--- src/rtl/wb_arbiter_pkg.sv ---
// Shared types and defaults for the two-controller Wishbone B4 pipelined arbiter.
package wb_arbiter_pkg;

   // Encoding doubles as the one-hot grant seen on the debug output.
   typedef enum logic [1:0] {
      IDLE = 2'b00,
      OWN0 = 2'b01,
      OWN1 = 2'b10
   } owner_t;

   localparam int ADDR_W_DEF  = 16;
   localparam int DATA_W_DEF  = 8;
   localparam int TIMEOUT_DEF = 255;

endpackage

--- src/rtl/wb_arbiter_if.sv ---
// Wishbone B4 pipelined link; "master" drives the request side, "slave" answers it.
// The err line exists only when WB_ARBITER_TIMEOUT_EN is defined.
interface wb_arbiter_if
   import wb_arbiter_pkg::*;
#(
   parameter int ADDR_W = ADDR_W_DEF,
   parameter int DATA_W = DATA_W_DEF
) ();

   localparam int SEL_W = DATA_W / 8;

   // A transfer is accepted on a clock edge where cyc & stb & !stall; each
   // accepted transfer is answered by exactly one ack cycle carrying dat_r.
   logic              cyc;
   logic              stb;
   logic              we;
   logic [ADDR_W-1:0] adr;
   logic [DATA_W-1:0] dat_w;
   logic [SEL_W-1:0]  sel;
   logic [DATA_W-1:0] dat_r;
   logic              ack;
   logic              stall;
`ifdef WB_ARBITER_TIMEOUT_EN
   logic              err;
`endif

   modport master (
      output cyc, stb, we, adr, dat_w, sel,
`ifdef WB_ARBITER_TIMEOUT_EN
      input  err,
`endif
      input  dat_r, ack, stall
   );

   modport slave (
      input  cyc, stb, we, adr, dat_w, sel,
`ifdef WB_ARBITER_TIMEOUT_EN
      output err,
`endif
      output dat_r, ack, stall
   );

endinterface

--- src/rtl/wb_arbiter_mux.sv ---
// Purely combinational steering of requests and responses toward the routed owner.
// A non-owner sees stall=1, ack=0, dat_r=0; IDLE parks the peripheral side at zero.
module wb_arbiter_mux
   import wb_arbiter_pkg::*;
(
   input  owner_t        i_route,
   wb_arbiter_if.slave   c0,
   wb_arbiter_if.slave   c1,
   wb_arbiter_if.master  p
);

   logic w_sel0;
   logic w_sel1;

   assign w_sel0 = (i_route == OWN0);
   assign w_sel1 = (i_route == OWN1);

   assign p.cyc   = w_sel0 ? c0.cyc   : (w_sel1 ? c1.cyc   : 1'b0);
   assign p.stb   = w_sel0 ? c0.stb   : (w_sel1 ? c1.stb   : 1'b0);
   assign p.we    = w_sel0 ? c0.we    : (w_sel1 ? c1.we    : 1'b0);
   assign p.adr   = w_sel0 ? c0.adr   : (w_sel1 ? c1.adr   : '0);
   assign p.dat_w = w_sel0 ? c0.dat_w : (w_sel1 ? c1.dat_w : '0);
   assign p.sel   = w_sel0 ? c0.sel   : (w_sel1 ? c1.sel   : '0);

   assign c0.ack   = w_sel0 & p.ack;
   assign c0.stall = w_sel0 ? p.stall : 1'b1;
   assign c0.dat_r = w_sel0 ? p.dat_r : '0;

   assign c1.ack   = w_sel1 & p.ack;
   assign c1.stall = w_sel1 ? p.stall : 1'b1;
   assign c1.dat_r = w_sel1 ? p.dat_r : '0;

endmodule

--- src/rtl/wb_arbiter.sv ---
// Round-robin arbiter: two Wishbone controllers share one peripheral, granted per CYC envelope.
// Optional watchdog enabled by defining WB_ARBITER_TIMEOUT_EN.
module wb_arbiter
   import wb_arbiter_pkg::*;
#(
   parameter int TIMEOUT = TIMEOUT_DEF
) (
   input  logic          clk,
   input  logic          rst,
   wb_arbiter_if.slave   c0,
   wb_arbiter_if.slave   c1,
   wb_arbiter_if.master  p,
   output logic [1:0]    grant
);

   if (TIMEOUT < 1) begin : g_bad_timeout
      $error("wb_arbiter: TIMEOUT must be at least 1");
   end

   owner_t r_state;
   owner_t w_next;
   owner_t w_route;
   logic   r_last;
   logic   w_last_nx;
   logic   w_req0;
   logic   w_req1;
   logic   w_fire;

`ifdef WB_ARBITER_TIMEOUT_EN
   localparam int WD_W = $clog2(TIMEOUT + 1);

   logic [WD_W-1:0] r_wdog;
   logic            r_ign0;
   logic            r_ign1;
   logic            w_own_cyc;

   // A timed-out controller stays ignored until it drops cyc at least once.
   assign w_req0    = c0.cyc & ~r_ign0;
   assign w_req1    = c1.cyc & ~r_ign1;
   assign w_own_cyc = ((r_state == OWN0) & c0.cyc) | ((r_state == OWN1) & c1.cyc);
   assign w_fire    = w_own_cyc & (r_wdog == WD_W'(TIMEOUT - 1));

   always_ff @(posedge clk) begin
      if (rst || (w_next != r_state) || p.ack) begin
         r_wdog <= '0;
      end else if (w_own_cyc) begin
         r_wdog <= r_wdog + 1'b1;
      end
   end

   always_ff @(posedge clk) begin
      if (rst) begin
         r_ign0 <= 1'b0;
         r_ign1 <= 1'b0;
      end else begin
         r_ign0 <= (w_fire && r_state == OWN0) ? 1'b1 : (r_ign0 & c0.cyc);
         r_ign1 <= (w_fire && r_state == OWN1) ? 1'b1 : (r_ign1 & c1.cyc);
      end
   end

   assign c0.err = w_fire & (r_state == OWN0);
   assign c1.err = w_fire & (r_state == OWN1);
`else
   assign w_req0 = c0.cyc;
   assign w_req1 = c1.cyc;
   assign w_fire = 1'b0;
`endif

   always_ff @(posedge clk) begin
      if (rst) begin
         r_state <= IDLE;
         r_last  <= 1'b1;
      end else begin
         r_state <= w_next;
         r_last  <= w_last_nx;
      end
   end

   always_comb begin
      w_next    = r_state;
      w_last_nx = r_last;
      case (r_state)
         IDLE: begin
            if (w_req0 && (!w_req1 || r_last)) begin
               w_next = OWN0;
            end else if (w_req1) begin
               w_next = OWN1;
            end
         end
         OWN0: begin
            if (!w_req0 || w_fire) begin
               w_last_nx = 1'b0;
               w_next    = w_req1 ? OWN1 : IDLE;
            end
         end
         OWN1: begin
            if (!w_req1 || w_fire) begin
               w_last_nx = 1'b1;
               w_next    = w_req0 ? OWN0 : IDLE;
            end
         end
         default: begin
            w_next = IDLE;
         end
      endcase
   end

   // Route only while the owner still holds cyc, so a late ack reaches nobody.
   always_comb begin
      w_route = IDLE;
      if (!w_fire) begin
         if (r_state == OWN0 && c0.cyc) begin
            w_route = OWN0;
         end else if (r_state == OWN1 && c1.cyc) begin
            w_route = OWN1;
         end
      end
   end

   assign grant = r_state;

   wb_arbiter_mux u_mux (
      .i_route (w_route),
      .c0      (c0),
      .c1      (c1),
      .p       (p)
   );

endmodule

--- src/flat_wrapper.sv ---
// flat-port wrapper written by rule: the top's interface ports become plain ports
module wb_arbiter_flat import wb_arbiter_pkg::*;
#(
   parameter int TIMEOUT = TIMEOUT_DEF
)
  (clk, rst, grant, c0_cyc, c0_stb, c0_we, c0_adr, c0_dat_w, c0_sel, c0_dat_r, c0_ack, c0_stall, c1_cyc, c1_stb, c1_we, c1_adr, c1_dat_w, c1_sel, c1_dat_r, c1_ack, c1_stall, p_cyc, p_stb, p_we, p_adr, p_dat_w, p_sel, p_dat_r, p_ack, p_stall);
  wb_arbiter_if #(.ADDR_W(16), .DATA_W(8)) c0_i ();
  wb_arbiter_if #(.ADDR_W(16), .DATA_W(8)) c1_i ();
  wb_arbiter_if #(.ADDR_W(16), .DATA_W(8)) p_i ();
  input  logic clk;
  input  logic rst;
  output logic [1:0] grant;
  input wire logic [$bits(c0_i.cyc)-1:0] c0_cyc;
  input wire logic [$bits(c0_i.stb)-1:0] c0_stb;
  input wire logic [$bits(c0_i.we)-1:0] c0_we;
  input wire logic [$bits(c0_i.adr)-1:0] c0_adr;
  input wire logic [$bits(c0_i.dat_w)-1:0] c0_dat_w;
  input wire logic [$bits(c0_i.sel)-1:0] c0_sel;
  output wire logic [$bits(c0_i.dat_r)-1:0] c0_dat_r;
  output wire logic [$bits(c0_i.ack)-1:0] c0_ack;
  output wire logic [$bits(c0_i.stall)-1:0] c0_stall;
  input wire logic [$bits(c1_i.cyc)-1:0] c1_cyc;
  input wire logic [$bits(c1_i.stb)-1:0] c1_stb;
  input wire logic [$bits(c1_i.we)-1:0] c1_we;
  input wire logic [$bits(c1_i.adr)-1:0] c1_adr;
  input wire logic [$bits(c1_i.dat_w)-1:0] c1_dat_w;
  input wire logic [$bits(c1_i.sel)-1:0] c1_sel;
  output wire logic [$bits(c1_i.dat_r)-1:0] c1_dat_r;
  output wire logic [$bits(c1_i.ack)-1:0] c1_ack;
  output wire logic [$bits(c1_i.stall)-1:0] c1_stall;
  output wire logic [$bits(p_i.cyc)-1:0] p_cyc;
  output wire logic [$bits(p_i.stb)-1:0] p_stb;
  output wire logic [$bits(p_i.we)-1:0] p_we;
  output wire logic [$bits(p_i.adr)-1:0] p_adr;
  output wire logic [$bits(p_i.dat_w)-1:0] p_dat_w;
  output wire logic [$bits(p_i.sel)-1:0] p_sel;
  input wire logic [$bits(p_i.dat_r)-1:0] p_dat_r;
  input wire logic [$bits(p_i.ack)-1:0] p_ack;
  input wire logic [$bits(p_i.stall)-1:0] p_stall;
  assign c0_i.cyc = c0_cyc;
  assign c0_i.stb = c0_stb;
  assign c0_i.we = c0_we;
  assign c0_i.adr = c0_adr;
  assign c0_i.dat_w = c0_dat_w;
  assign c0_i.sel = c0_sel;
  assign c0_dat_r = c0_i.dat_r;
  assign c0_ack = c0_i.ack;
  assign c0_stall = c0_i.stall;
  assign c1_i.cyc = c1_cyc;
  assign c1_i.stb = c1_stb;
  assign c1_i.we = c1_we;
  assign c1_i.adr = c1_adr;
  assign c1_i.dat_w = c1_dat_w;
  assign c1_i.sel = c1_sel;
  assign c1_dat_r = c1_i.dat_r;
  assign c1_ack = c1_i.ack;
  assign c1_stall = c1_i.stall;
  assign p_cyc = p_i.cyc;
  assign p_stb = p_i.stb;
  assign p_we = p_i.we;
  assign p_adr = p_i.adr;
  assign p_dat_w = p_i.dat_w;
  assign p_sel = p_i.sel;
  assign p_i.dat_r = p_dat_r;
  assign p_i.ack = p_ack;
  assign p_i.stall = p_stall;
  wb_arbiter #(.TIMEOUT(TIMEOUT)) u_core (.clk(clk), .rst(rst), .c0(c0_i), .c1(c1_i), .p(p_i), .grant(grant));
endmodule
--- config.mk ---
export PLATFORM = sky130hd
export DESIGN_NAME = wb_arbiter_flat
export DESIGN_NICKNAME = d
export VERILOG_FILES = /design/src/rtl/wb_arbiter_pkg.sv /design/src/rtl/wb_arbiter_if.sv /design/src/rtl/wb_arbiter_mux.sv /design/src/rtl/wb_arbiter.sv /design/src/flat_wrapper.sv
export SDC_FILE = /design/constraint.sdc
export NUM_CORES = 1
export LEC_CHECK = 0
export BUFFER_PORTS_ARGS = -buffer_cell sky130_fd_sc_hd__buf_2
export CAP_MARGIN = 20
export CELL_PAD_IN_SITES_DETAIL_PLACEMENT = 0
export CELL_PAD_IN_SITES_GLOBAL_PLACEMENT = 1
export CORE_UTILIZATION = 15
export CTS_BUF_LIST = sky130_fd_sc_hd__clkbuf_8
export DETAILED_ROUTE_END_ITERATION = 8
export PLACE_DENSITY = 0.87
export SKIP_CTS_REPAIR_TIMING = 1
export SYNTH_ARGS = -nofsm -noshare
export SYNTH_HDL_FRONTEND = slang
export SYNTH_HIERARCHICAL = 1
export SYNTH_SLANG_ARGS = --single-unit
--- constraint.sdc ---
create_clock -name clk -period 2 [get_ports clk]
set_input_delay 0.2 -clock clk [delete_from_list [all_inputs] [get_ports clk]]
set_output_delay 0.2 -clock clk [all_outputs]
set_load 0.01 [all_outputs]
-- Word level (Yosys, flattened, before mapping)
Index checks and enable logic that the tools add are counted.
- register bits after elaboration: 3
- latch bits: 0
- memory bits (writable): 0
- bits in read-only memories: 0
- bits of input ports: 68
- output and inout port bits: 50
- logic and storage cells: 48
- memories kept: 0
- add/sub/neg operators: 0
- multiply operators: 0
- div/mod/pow operators: 0
- order comparisons: 0
- equal/unequal tests: 7
- shift-type cells: 0
- multiplexer cells: 28
- bitwise operators: 2
- reductions and logical operators: 9
- operators by type and width (cell ; number):
    $mux W16 ; 2
    $mux W8 ; 4
    $mux W2 ; 7
    $mux W1 ; 13
    $pmux W2 S3 ; 1
    $reduce_and A3 Y1 ; 2
    $eq A2 B1 Y1 const B ; 2
    $eq A2 B2 Y1 const B ; 2
    $ne A2 B2 Y1 const B ; 2
    $logic_and A1 B1 Y1 ; 3
    $ne A3 B2 Y1 const B ; 1
    $and A1 B1 Y1 ; 2
    $logic_not A2 Y1 ; 1
    $pmux W1 S2 ; 1
    $reduce_bool A2 Y1 ; 1
    $logic_not A1 Y1 ; 1
    $logic_or A1 B1 Y1 ; 1

-- Depth between registers and ports, before layout
- word-level depth: 7
- depth in mapped cells: 6
- mapped depth without buffers: 4

-- Cells and area by module
Netlist, hierarchy kept.
- modules (own cells, without submodules) (module ; times used ; cells each ; area each (um^2) ; seq. area each (um^2)):
    wb_arbiter_mux ; 1 ; 58 ; 462.9 ; 0.0
    wb_arbiter ; 1 ; 18 ; 141.4 ; 60.1

-- Worst setup path after synthesis
No wires, ideal clock.
- kind: register to output
- start: register u_core.r_state[0], in the netlist u_core/grant[0]
- end: output p_adr[0]
- data arrival time: 1359 ps
- data required time: 1800 ps
- slack: 441 ps
- stages on the path, launching flop included: 7
- buffers on the path: 2
- path through: dfxtp_1 -> inv_1 -> and3_2 -> nor2b_4 -> buf_6 -> buf_4 -> a22o_1
- longest elaborated chain between the ends: 7
- elaborated cells on any way between the ends: 10
- those cells by class: eq/ne: 4; mux: 4; reduce/logical: 2
- RTL lines (item ; RTL line ; source):
    start, declared ; wb_arbiter.sv:20 ; owner_t r_state;
    start signal, assigned ; wb_arbiter.sv:74 ; r_state <= w_next;
    $eq A2 B2 Y1 ; wb_arbiter.sv:114 ; end else if (r_state == OWN1 && c1.cyc) begin
    $logic_and A1 B1 Y1 ; wb_arbiter.sv:114 ;
    $mux W2 ; wb_arbiter.sv:114 ;
    $mux W2 (*) ; wb_arbiter.sv:112 ; if (r_state == OWN0 && c0.cyc) begin
    named net u_core.w_route[1] ; wb_arbiter.sv:22 ; owner_t w_route;
    $eq A2 B2 Y1 ; wb_arbiter_mux.sv:16 ; assign w_sel1 = (i_route == OWN1);
    $mux W16 ; wb_arbiter_mux.sv:21 ; assign p.adr = w_sel0 ? c0.adr : (w_sel1 ? c1.adr : '0);
    $mux W16 (*) ; wb_arbiter_mux.sv:21 ;
    end, declared ; flat_wrapper.sv:34 ; output wire logic [$bits(p_i.adr)-1:0] p_adr;
Mark *: on every way through the listed nets, which the timed path passes. The rest lies on a longest branch.

-- Worst setup path after layout
- start: register u_core.r_state[0], in the netlist u_core/grant[0]
- end: output p_dat_w[4]
- longest elaborated chain between the ends: 7
- elaborated cells on any way between the ends: 10
- those cells by class: eq/ne: 4; mux: 4; reduce/logical: 2
- RTL lines (item ; RTL line ; source):
    $eq A2 B2 Y1 ; wb_arbiter.sv:114 ;
    $logic_and A1 B1 Y1 ; wb_arbiter.sv:114 ;
    $mux W2 ; wb_arbiter.sv:114 ;
    $mux W2 (*) ; wb_arbiter.sv:112 ;
    named net u_core.w_route[1] ; wb_arbiter.sv:22 ;
    $eq A2 B2 Y1 ; wb_arbiter_mux.sv:16 ;
    $mux W8 ; wb_arbiter_mux.sv:22 ; assign p.dat_w = w_sel0 ? c0.dat_w : (w_sel1 ? c1.dat_w : '0);
    $mux W8 (*) ; wb_arbiter_mux.sv:22 ;
    end, declared ; flat_wrapper.sv:35 ; output wire logic [$bits(p_i.dat_w)-1:0] p_dat_w;
Marked as above.

==> results.sh <==
export IMPL_diodes=0
export IMPL_cp_start_kind="register"
export IMPL_area_growth_pct=109
export IMPL_min_path_type="in2reg"
export IMPL_finalMaxSlewViolations=0
export IMPL_htreeDepth=1
export IMPL_synth_area_leaders="a22o_1, and2_1, dfxtp_1"
export IMPL_reg2reg_from="u_core/grant[0]"
export IMPL_hold_viol_final=0
export IMPL_setup_tns_ns=0
export IMPL_critPathKind="reg2out"
export IMPL_cts_root_buf="clkbuf_8"
export IMPL_ant_nets=0
export IMPL_drt_wl_total_mm=2.89
export IMPL_grt_max_degree=39
export IMPL_power_density_mw_per_mm2=353
export IMPL_r2r_cells=3
export IMPL_netlist_area_leader_share_pct=40.6
export IMPL_cts_tree="done"
export IMPL_r2r_slack_ns=1.12
export IMPL_io_pins=118
export IMPL_drt_first_iter_violations=11
export IMPL_rr_endpoint="u_core/r_last"
export IMPL_crit_fanout=25
export IMPL_num_vias=1051
export IMPL_max_stage_delay_ns=0.41
export IMPL_synthesis_area_sq_um=604
export IMPL_placed_cells=235
export IMPL_final_common_cell="buf_2"
export IMPL_clock_skew_ns=0.00315
export IMPL_first_pass_iters=4
export IMPL_peakVddDrop_uv=310
export IMPL_intPower_uw=307
export IMPL_p_clk_share_pct=38.6
export IMPL_relSlewSlack_pct=83.0
export IMPL_avgSynthCellArea_sq_um=7.95
export IMPL_whs_ns=0.290
export IMPL_critical_path_buf_inv_count=3
export IMPL_die_width_um=65.5
export IMPL_cp_end_kind="output port"
export IMPL_drive_above_1_share_pct=66.3
export IMPL_cp_data_arrival_time_ns=1.68
export IMPL_combPwrFrac_pct=45.1
export IMPL_drc=0
export IMPL_grt_ovfl_total=0
export IMPL_core_area_sq_mm=0.00377
export IMPL_synth_cell_types=20
export IMPL_rsz0062_at_grt="no"
export IMPL_crit_family="buffers and inverters"
export IMPL_synthCells=76
export IMPL_min_period_over_period_pct=94.0
export IMPL_cts_sinks=3
export IMPL_final_cell_mix="buf_2, a22o_1, and2_1"
export IMPL_preCtsSetupSlack_ns=0.253
export IMPL_layout_setup_ws_ns=0.119
export IMPL_min_delay_path_depth=3
export IMPL_grt_first_pass_wirelength_mm=3.77
export IMPL_swShare_pct=31.0
export IMPL_cts_made_buffers=3
export IMPL_leakage_nw=0.800
export IMPL_synth_seq_area_share_pct=9.94
export IMPL_antenna_found_initial=0
export IMPL_status="completed"
export IMPL_rows=22
export IMPL_hold_end="u_core/r_last"
export IMPL_nets=262
export IMPL_required_ns=1.80
export IMPL_portBuffers=117
export IMPL_setup_viol=0
export IMPL_max_freq_mhz=532
export IMPL_p_seq_share_pct=16.3
export IMPL_wl_per_cell_um=12.0
export IMPL_netSwitchingPower_uw=138
export IMPL_die_area_sq_mm=0.00429
export IMPL_hpwlAfterDp_mm=2.00
export IMPL_clk_latency_ns=0.22
export IMPL_cts_buffer_depth=2
export IMPL_min_delay_start="rst"
export IMPL_final_cells=241
export IMPL_yosys_warnings=6
export IMPL_place_congestion=0.663
export IMPL_first_global_vias=893
export IMPL_period_needed_ns=1.88
export IMPL_grt_total_usage_pct=10.8
export IMPL_slowest_stage="dfxtp_1"
export IMPL_path_cells="inv_1 -> and3_2 -> nor2b_4 -> buf_4 -> a22o_1 -> buf_2"
export IMPL_die_h_um=65.5
export IMPL_synth_area_leader_cell="a22o_1"
export IMPL_cap_viol_max_count=0
export IMPL_start_util_pct=16.0
export IMPL_viasPerCell=4.36
export IMPL_syn_nets=144
export IMPL_path_clk_slew_ns=0.03
export IMPL_ys_ff_latch=3
export IMPL_tightest_slew_ns=0.255
-- state kept, by name (all words and copies together) (netlist names) --
register and cells:
u_core/grant 2, u_core/r_last 1
-- worst max path at each step --
| stage | startpoint | to | slack [ns] | cells past startpoint |
|---|---|---|---|---|
| after detailed placement | u_core/grant[0] | p_sel | 0.25 | 5 |
| after global placement | u_core/grant[0] | p_sel | 0.29 | 5 |
| after floorplan | u_core/grant[0] | p_adr[0] | 0.44 | 6 |
| final | u_core/grant[0] | p_dat_w[4] | 0.12 | 6 |
| after CTS | u_core/grant[0] | p_sel | 0.009 | 5 |
| after global routing | u_core/grant[1] | p_dat_w[4] | 0.002 | 5 |
-- layer usage --
metal	vias to the layer above	GRT usage, %	share of wire, %
met2	64	20.7	51
met1	465	11.9	40
met3	0	2.43	9.7
met4	0	2.45	0
met5	-	0	0
li1	522	-	-
-- power by group through the flow --
stage	Clock, mW	Combinational (mW)	Sequential [mW]
CTS	0.176	0.197	0.0723
detailed placement	0	0.196	0.0731
floorplan	0	0.0933	0.0730
global route	0.184	0.223	0.0737
finish	0.172	0.201	0.0728
global placement	0	0.196	0.0728
-- logic make-up (layout without fill, tap and decap cells) --
family / after synthesis / count (layout) / synth area share (%)
buffers and inverters: 9 / 124 / 12.0
and+or+nand+nor: 32 / 34 / 33.7
DFF: 3 / 3 / 9.94
AOI/OAI and AO/OA: 32 / 32 / 44.3
-- worst register-to-register path, stage by stage, from the launching register on --
cell and delay (ns):
dfxtp_1 0.41, inv_1 0.08, o21ai_0 0.18, a21oi_1 0.09
-- cell type report --
cell class | count | area [sq um]
Timing Repair Buffer | 119 | 601
Multi-Input combinational cell | 66 | 493
Tap cell | 48 | 60.1
Clock buffer | 3 | 41.3
Sequential cell | 3 | 60.1
Clock inverter | 1 | 3.75
Inverter | 1 | 3.75
Fill cell | 421 | 2510
-- synthesized netlist by cell type --
library cell,number
nor2b_4,1
o21ai_0,1
and2_1,18
buf_6,4
a22o_1,28
nor2_1,4
nand2b_1,2
and3_2,1
buf_4,2
o22ai_1,2
nand2_1,1
buf_2,1
a21oi_1,1
dfxtp_1,3
and3b_1,2
nor2b_1,1
and2b_4,1
clkbuf_1,1
nor3_1,1
inv_1,1
-- metrics by stage --
stage,utilization (%),instance area [sq um],power (mW)
2_1_floorplan,-,604,0.166
3_3_place_gp,31.7,1200,0.268
3_5_place_dp,31.7,1200,0.269
4_1_cts,32.9,1240,0.445
5_1_grt,33.5,1260,0.481
6_report,33.5,1260,0.445
No activity file was read; power rests on OpenSTA's default activity.
